## src/rtl/pong_pkg.sv

```systemverilog
// Shared definitions for the pong game: FSM state encoding, winner codes and
// screen geometry used by the mover, the renderer and the match sequencer.
package pong_pkg;

  typedef enum logic [2:0] {
    ST_IDLE  = 3'd0,
    ST_SERVE = 3'd1,
    ST_PLAY  = 3'd2,
    ST_PAUSE = 3'd3,
    ST_POINT = 3'd4,
    ST_OVER  = 3'd5
  } game_state_t;

  localparam logic [1:0] WIN_NONE = 2'b00;
  localparam logic [1:0] WIN_P1   = 2'b01;
  localparam logic [1:0] WIN_P2   = 2'b10;

  localparam logic [9:0] vga_xdis = 10'd800;
  localparam logic [9:0] vga_ydis = 10'd600;
  localparam logic [9:0] side     = 10'd40;
  localparam logic [9:0] block    = 10'd40;
  localparam logic [9:0] stick    = 10'd100;

endpackage

```

## src/rtl/pong_tick_timer.sv

```systemverilog
// 8-bit motion-tick counter with synchronous clear and a terminal-count flag
// that is high while the count sits at limit-1.
module pong_tick_timer (
  input  logic       clk,
  input  logic       rst_n,
  input  logic       clr,
  input  logic       inc,
  input  logic [7:0] limit,
  output logic       done
);

  logic [7:0] count_reg;

  always_ff @(posedge clk or negedge rst_n) begin
    if (!rst_n) begin
      count_reg <= 8'd0;
    end else if (clr) begin
      count_reg <= 8'd0;
    end else if (inc) begin
      count_reg <= count_reg + 8'd1;
    end
  end

  assign done = (count_reg == (limit - 8'd1));

endmodule

```

## src/rtl/pong_game_ctrl.sv

```systemverilog
// Match sequencer: gates the motion tick, detects misses from ball_y, keeps
// both scores and steps through serve / play / pause / point / game-over.
module pong_game_ctrl
  import pong_pkg::*;
#(
  parameter logic [9:0] TOP_MISS    = 10'd10,
  parameter logic [9:0] BOT_MISS    = 10'd590,
  parameter logic [7:0] SERVE_TICKS = 8'd100,
  parameter logic [7:0] POINT_TICKS = 8'd50,
  parameter logic [3:0] WIN_SCORE   = 4'd7,
  parameter logic [9:0] SERVE_X     = 10'd380,
  parameter logic [9:0] SERVE_Y     = 10'd280
) (
  input  logic       clk,
  input  logic       rst_n,
  input  logic       tick,
  input  logic       start_key,
  input  logic       pause_key,
  input  logic [9:0] ball_y,
  output logic       move_en,
  output logic       ball_load,
  output logic [9:0] load_x,
  output logic [9:0] load_y,
  output logic       serve_dir,
  output logic [3:0] score1,
  output logic [3:0] score2,
  output logic [1:0] winner,
  output logic [2:0] game_state
);

  game_state_t state_reg, state_next;
  logic [3:0]  score1_reg, score1_next;
  logic [3:0]  score2_reg, score2_next;
  logic [1:0]  winner_reg, winner_next;
  logic        serve_dir_reg, serve_dir_next;
  logic        ball_load_reg, ball_load_next;

  logic       timer_clr;
  logic       timer_inc;
  logic       timer_done;
  logic [7:0] timer_limit;

  // One counter serves both timed phases; the limit follows the state.
  assign timer_limit = (state_reg == ST_SERVE) ? SERVE_TICKS : POINT_TICKS;

  pong_tick_timer u_timer (
    .clk   (clk),
    .rst_n (rst_n),
    .clr   (timer_clr),
    .inc   (timer_inc),
    .limit (timer_limit),
    .done  (timer_done)
  );

  always_ff @(posedge clk or negedge rst_n) begin
    if (!rst_n) begin
      state_reg     <= ST_IDLE;
      score1_reg    <= 4'd0;
      score2_reg    <= 4'd0;
      winner_reg    <= WIN_NONE;
      serve_dir_reg <= 1'b1;
      ball_load_reg <= 1'b0;
    end else begin
      state_reg     <= state_next;
      score1_reg    <= score1_next;
      score2_reg    <= score2_next;
      winner_reg    <= winner_next;
      serve_dir_reg <= serve_dir_next;
      ball_load_reg <= ball_load_next;
    end
  end

  always_comb begin
    state_next     = state_reg;
    score1_next    = score1_reg;
    score2_next    = score2_reg;
    winner_next    = winner_reg;
    serve_dir_next = serve_dir_reg;
    ball_load_next = 1'b0;
    timer_clr      = 1'b0;
    timer_inc      = 1'b0;

    case (state_reg)
      ST_IDLE, ST_OVER: begin
        if (start_key) begin
          score1_next    = 4'd0;
          score2_next    = 4'd0;
          winner_next    = WIN_NONE;
          serve_dir_next = 1'b1;
          ball_load_next = 1'b1;
          state_next     = ST_SERVE;
        end
      end
      ST_SERVE: begin
        timer_inc = tick;
        if (tick && timer_done) begin
          timer_clr  = 1'b1;
          state_next = ST_PLAY;
        end
      end
      ST_PLAY: begin
        // Misses outrank a simultaneous pause request.
        if (ball_y >= BOT_MISS) begin
          score2_next    = score2_reg + 4'd1;
          serve_dir_next = 1'b1;
          state_next     = ST_POINT;
        end else if (ball_y <= TOP_MISS) begin
          score1_next    = score1_reg + 4'd1;
          serve_dir_next = 1'b0;
          state_next     = ST_POINT;
        end else if (pause_key) begin
          state_next = ST_PAUSE;
        end
      end
      ST_PAUSE: begin
        if (pause_key) begin
          state_next = ST_PLAY;
        end
      end
      ST_POINT: begin
        timer_inc = tick;
        if (tick && timer_done) begin
          timer_clr = 1'b1;
          if (score1_reg == WIN_SCORE) begin
            winner_next = WIN_P1;
            state_next  = ST_OVER;
          end else if (score2_reg == WIN_SCORE) begin
            winner_next = WIN_P2;
            state_next  = ST_OVER;
          end else begin
            ball_load_next = 1'b1;
            state_next     = ST_SERVE;
          end
        end
      end
      default: begin
        state_next = ST_IDLE;
      end
    endcase
  end

  assign move_en    = tick & (state_reg == ST_PLAY);
  assign ball_load  = ball_load_reg;
  assign load_x     = SERVE_X;
  assign load_y     = SERVE_Y;
  assign serve_dir  = serve_dir_reg;
  assign score1     = score1_reg;
  assign score2     = score2_reg;
  assign winner     = winner_reg;
  assign game_state = state_reg;

endmodule

```

## config.mk

```make
export PLATFORM = sky130hd
export DESIGN_NAME = pong_game_ctrl
export DESIGN_NICKNAME = d
export VERILOG_FILES = /design/src/rtl/pong_pkg.sv /design/src/rtl/pong_tick_timer.sv /design/src/rtl/pong_game_ctrl.sv
export SDC_FILE = /design/constraint.sdc
export NUM_CORES = 1
export LEC_CHECK = 0
export CORE_MARGIN = 1
export CORE_UTILIZATION = 45
export CTS_BUF_LIST = sky130_fd_sc_hd__clkbuf_8
export DETAILED_ROUTE_END_ITERATION = 12
export DONT_BUFFER_PORTS = 1
export PLACE_DENSITY = 0.57
export SLEW_MARGIN = 20
export SYNTH_ARGS = -nofsm -noshare
export SYNTH_HDL_FRONTEND = slang
export SYNTH_HIERARCHICAL = 1
export SYNTH_SLANG_ARGS = --single-unit
```

## constraint.sdc

```tcl
create_clock -name clk -period 7.6 [get_ports clk]
set_input_delay 1.14 -clock clk [delete_from_list [all_inputs] [get_ports clk]]
set_output_delay 1.14 -clock clk [all_outputs]
set_load 0.03 [all_outputs]
```

# ---- Word-level counts from Yosys, hierarchy flattened
# Cells that the tools add are included.
dict set report totals {
  regBits 23
  in_bits 15
  output_inout_bits 36
}
dict set report classes {
  n_addsub 4
  magnitude_cmp 2
  n_eq_ne 18
  muxes 36
  bitwise 1
  reduce_logical 12
}
# operator n
set ops {}
lappend ops {{3-bit 2-to-1 mux} 9}
lappend ops {{4-bit 2-to-1 mux} 4}
lappend ops {{8-bit 2-to-1 mux} 2}
lappend ops {{4-bit one-hot mux with 2 select lines} 2}
lappend ops {{3-bit one-hot mux with 5 select lines} 1}
lappend ops {{2-bit inequality test, second input constant} 6}
lappend ops {{10-bit >= comparator, second input constant} 1}
lappend ops {{10-bit by 4-bit <= comparator with 1-bit output, second input constant} 1}
lappend ops {{1-bit 2-to-1 mux} 10}
lappend ops {{4-bit by 1-bit adder with 4-bit output, second input constant} 2}
lappend ops {{8-bit by 1-bit adder with 8-bit output, second input constant} 1}
lappend ops {{4-bit by 3-bit equality test with 1-bit output, second input constant} 2}
lappend ops {{8-bit equality test} 1}
lappend ops {{2-bit 2-to-1 mux} 4}
lappend ops {{4-bit AND reduction} 2}
lappend ops {{7-bit by 1-bit subtractor with 8-bit output, second input constant} 1}
lappend ops {{7-bit 2-to-1 mux} 1}
lappend ops {{3-bit by 2-bit equality test with 1-bit output, second input constant} 2}
lappend ops {{3-bit equality test, second input constant} 2}
lappend ops {{3-bit inequality test, second input constant} 2}
lappend ops {{3-bit AND reduction} 2}
lappend ops {{2-bit nonzero test} 3}
lappend ops {{5-bit AND reduction} 1}
lappend ops {{4-bit inequality test, second input constant} 1}
lappend ops {{8 further kinds} 10}

# ---- Logic depth before layout (Yosys ltp)
dict set report depth {
  depth_word 8
  mapped_depth 14
  ltp_nobuf 13
}

# ---- By module
# Netlist, hierarchy kept.
# module n_inst cells_per_inst area_each_um2 seq_area_each_um2
set by_module_without_submodules {}
lappend by_module_without_submodules {pong_game_ctrl 1 124 1102.3 376.6}
lappend by_module_without_submodules {pong_tick_timer 1 70 633.1 200.2}

# ---- Worst setup path before layout
# Ideal clock, no wire load.
dict set report synth_path {
  kind {register to register}
  start {reg state_reg[1], in the netlist game_state[1]}
  end {reg u_timer.count_reg[6]}
  setup_time_ns 0.132
  arrival_time_ns 3.776
  slack_ns 3.692
  stages_incl_launch_ff 15
  path_buffers 2
  synth_period_minus_slack_ns 3.908
  path_cell_list {dfrtp_1 buf_2 nor3b_1 inv_1 inv_1 ha_1 or3b_1 a211oi_1 o211ai_1 a211oi_1 and2_1 clkbuf_1 o2111ai_1 xor2_1 nor2_1}
}
dict set report synth_between {
  elab_chain_cells 8
  word_cells_on_any_way 12
  cone_classes {add/sub (1); eq/ne (3); mux (5); reduce/logical (3)}
}
# element line_no
set synth_lines {}
lappend synth_lines {{start: declaration} pong_game_ctrl.sv:31} ;# game_state_t state_reg, state_next;
lappend synth_lines {{start signal: assignment} pong_game_ctrl.sv:64} ;# state_reg <= state_next;
lappend synth_lines {{3-bit by 1-bit equality test with 1-bit output (*)} pong_game_ctrl.sv:44} ;# assign timer_limit = (state_reg == ST_SERVE) ? SERVE_TICKS : POINT_TICKS;
lappend synth_lines {{7-bit 2-to-1 mux (*)} pong_game_ctrl.sv:44}
lappend synth_lines {{via timer_limit[2]} pong_game_ctrl.sv:41} ;# logic [7:0] timer_limit;
lappend synth_lines {{7-bit by 1-bit subtractor with 8-bit output (*)} pong_tick_timer.sv:24} ;# assign done = (count_reg == (limit - 8'd1));
lappend synth_lines {{8-bit equality test (*)} pong_tick_timer.sv:24}
lappend synth_lines {{via timer_done} pong_game_ctrl.sv:40} ;# logic timer_done;
lappend synth_lines {{1-bit logical AND (*)} {pong_game_ctrl.sv:96, pong_game_ctrl.sv:122}}
lappend synth_lines {{1-bit 2-to-1 mux (*)} {pong_game_ctrl.sv:96, pong_game_ctrl.sv:122}}
lappend synth_lines {{1-bit 2-to-1 mux (*)} --}
lappend synth_lines {{via timer_clr} pong_game_ctrl.sv:38} ;# logic timer_clr;
lappend synth_lines {{8-bit 2-to-1 mux or 2-bit nonzero test (tied branches)} --}
lappend synth_lines {{end signal: assignment} pong_tick_timer.sv:20} ;# count_reg <= count_reg + 8'd1;
lappend synth_lines {{end: declaration} pong_tick_timer.sv:12} ;# logic [7:0] count_reg;
# The timed path passes the listed nets; every way through them passes the cells marked *.
# A chain may end at the register's enable or synchronous reset.

# ---- Worst setup path in the final report
dict set report layout_path {
  start {reg state_reg[0], in the netlist game_state[0]}
  end {reg state_reg[2], in the netlist game_state[2]}
}
dict set report layout_between {
  elab_chain_cells 7
  word_cells_on_any_way 18
  cone_classes {add/sub (1); eq/ne (11); mux (2); reduce/logical (4)}
}
# element line_no
set layout_lines {}
lappend layout_lines {{3-bit by 1-bit equality test with 1-bit output (*)} pong_game_ctrl.sv:44}
lappend layout_lines {{7-bit 2-to-1 mux (*)} pong_game_ctrl.sv:44}
lappend layout_lines {{via timer_limit[2]} pong_game_ctrl.sv:41}
lappend layout_lines {{7-bit by 1-bit subtractor with 8-bit output (*)} pong_tick_timer.sv:24}
lappend layout_lines {{8-bit equality test (*)} pong_tick_timer.sv:24}
lappend layout_lines {{via timer_done} pong_game_ctrl.sv:40}
lappend layout_lines {{1-bit logical AND (*)} {pong_game_ctrl.sv:96, pong_game_ctrl.sv:122}}
lappend layout_lines {{2-bit inequality test (no source line) or 2-bit by 1-bit inequality test with 1-bit output (tied branches)} --}
lappend layout_lines {{5-bit AND reduction (no source line) (*)} --}
# Marked as above.

==> out/qor.csv <==
stage,metric,value,unit
timing,timing.setup.tns,0,ns
logic_synthesis,syn_area,1740,um2
grt,globalRouteOverflowTotal,0,
clock_network,clk_pin_slew_worst_paths,0.09,ns
worst_setup_path,path_class,flip-flop to flip-flop,
detailed_routing,wl_per_cell,13.1,um
worst_setup_path,crit_path_max_fanout,11,
clock_network,cts_tree,built,
logic_synthesis,synth_top_cells_by_area,"dfrtp_1 32%, buf_4 9.1%, xor2_1 5.0%, nor2_1 4.3%, xnor2_1 4.0%",
timing,fin_crit_sh,54.3,%
timing,relSlewSlack,34.5,%
run_status,outcome,"finished, final reports clean",
clock_network,clkSinkCount,23,
timing,skew,0.00786,ns
detailed_routing,totalWireLength,3320,um
worst_setup_path,cp-start-kind,flip-flop,
logic_synthesis,ys.flop_type,dfrtp_1,
clock_network,cts-root-buf,clkbuf_8,
timing,setup_violations,0,
clock_network,worstSkewPairLatency,0.27,ns
grt,grt_usage,17.7,%
clock_network,post_cts_resized,0,
logic_synthesis,synth-async-reset-ratio,100,%
floorplanning,rows,22,
worst_setup_path,slowest_delay,0.68,ns
clock_network,clk_path_buf_depth,2,
logic_synthesis,yosysWarnings,6,
detailed_routing,drc_errors,0,
detailed_routing,vias,1286,
layout,fin_nets,226,
grt,grt_max_degree,24,
detailed_routing,dr.pass1.iters,4,
layout,multi_input_area,1080,um2
logic_synthesis,synth_top_area_share,31.7,%
timing,timing.fmax,242,MHz
floorplanning,dieArea,4110,um2
layout,stdcell_count,254,
layout,antenna_cells,0,
detailed_routing,drt_iter0_markers,61,
clock_network,htree_num_levels,1,
clock_network,cts_buffers,3,
logic_synthesis,syn_inst,194,
worst_setup_path,crit_path_end_kind,flip-flop,
place,place_hpwl,2580,um
layout,largest_reg_flops,8,
power,p_leak,0.000784,uW
floorplanning,num_io_pins,51,
place,placement.io_buffers,0,
layout,num-fill-cells,359,
layout,seq_area,577,um2
logic_synthesis,synth_top_cell_by_area,dfrtp_1,
timing,grt_setup_unrepaired,no,
grt,grt_first_pass_wirelength,5690,um
logic_synthesis,synth_edf_count,0,
logic_synthesis,syn_area_per_cell,8.95,um2
floorplanning,chipWidth,64.1,um
layout,drive_gt1_share,8.74,%
layout,area_growth,3.24,%
worst_setup_path,r2r-end,game_state[2],
grt,grt_pass1_vias,1285,
detailed_routing,via_per_inst,5.06,
worst_setup_path,critPathArrivalTime,4.31,ns
place,gp_congestion,0.819,
flow_run,maxCapViolations,0,
timing,slew_violations,0,
grt,antenna_found_initial,0,
worst_setup_path,rrSetupSlack,3.47,ns
worst_setup_path,reg2reg_from,game_state[0],
floorplanning,initial_core_util,47.0,%
floorplanning,core,3690,um2
place,dp_cells,250,
timing,hold_slack,0.550,ns
detailed_routing,final_antenna_net_count,0,
logic_synthesis,synthTopCellsByCount,"22 x dfrtp_1, 21 x buf_4, 20 x nor2_1",
worst_setup_path,r2r_cells,13,
power,ir_drop,0.000106,V
worst_setup_path,cpMaxStageDelayCell,dfrtp_1,
logic_synthesis,yosysMostFrequentCell,dfrtp_1,
power,power_per_cell_area,297,nW/um2
worst_setup_path,path_cells,nor3b_2 -> inv_1 -> inv_1 -> ha_1 -> or3b_1 -> a211oi_1 -> o211ai_1 -> a211oi_1 -> a21oi_1 -> mux2_2 -> nor2_1 -> a22oi_1 -> o21ai_0,
worst_setup_path,cp.required,7.78,ns
timing,hold_viol,0,
hold_path,hold_class,input pin to asynchronous set/reset pin,
clock_network,cts_hold_buf,0,
logic_synthesis,synth-seq-area-share,33.2,%
clock_network,post-cts-setup-buffer-count,0,
power,total_power,532,uW
timing,worst_pin_slew,0.973,ns
logic_synthesis,yosys.cell_types.count,53,
layout,final_util,48.6,%
logic_synthesis,synth_seq_cells,23,
timing,final.min_clock_period,4.13,ns
floorplanning,fp.dieH,64.1,um
## critical path, delay by kind of cell (launching register included)
family / cells / cell delay, ns
compound gates: 6 / 1.19
fa+ha+maj: 1 / 0.22
buf+inv: 2 / 0.45
flops: 1 / 0.68
mux: 1 / 0.32
simple gates: 3 / 1.18
## metrics by stage
| stage | cell area [um2] | setup WS [ns] |
|---|---|---|
| after detailed placement | 1740 | 3.15 |
| final | 1790 | 3.47 |
| after CTS | 1790 | 3.10 |
| after global placement | 1740 | 3.35 |
| after floorplan | 1860 | 3.69 |
| after global routing | 1790 | 3.12 |
## layout by cell type (no fill, tap or decap), types with 4 or more instances in the layout
cell type	instances
nand3_1	7
xor2_1	10
nor2_1	20
xnor2_1	8
dfrtp_1	22
ha_1	4
a21oi_1	5
o21ai_0	8
inv_1	6
and2_1	4
nand2_1	15
conb_1	36
## worst max-delay path by stage
stage / startpoint / endpoint / slack (ns) / cells after the start
after floorplan: game_state[1] / u_timer/count_reg[6] / 3.69 / 14
after global placement: game_state[0] / game_state[2] / 3.35 / 13
after detailed placement: game_state[0] / u_timer/count_reg[7] / 3.15 / 12
after CTS: game_state[0] / game_state[2] / 3.10 / 13
after global routing: game_state[0] / u_timer/count_reg[7] / 3.12 / 12
final: game_state[0] / game_state[2] / 3.47 / 13
## layout make-up
class,count,area share (%)
flip-flops and latches,23,32.2
inverters,6,1.26
clock inverters,1,0.419
clock buffers,3,2.30
multi-input cells,173,60.5
well taps,48,3.35
## cell families after synthesis
family / after synthesis / synth area share [%]
AOI/OAI and AO/OA: 33 / 15.2
and+or+nand+nor: 77 / 24.2
other: 2 / 0.433
adders and majority gates: 4 / 2.88
DFF: 23 / 33.2
xor gates and xnor gates: 18 / 9.08
buffers and inverters: 32 / 12.0
muxes: 5 / 3.03
## report_power, final
| group | switching [uW] | internal, uW |
|---|---|---|
| Sequential | 76.2 | 150 |
| Clock | 42.6 | 37.1 |
| Combinational | 129 | 96.6 |
## per-layer routing
metal	routed length [um]	track usage, %	share of wire [%]
met1	1580	22.9	47
met3	139	3.57	4.2
met2	1550	29.0	47
met4	53	6.94	1.6
met5	0	0	0
Power figures use the tool's default switching activity.
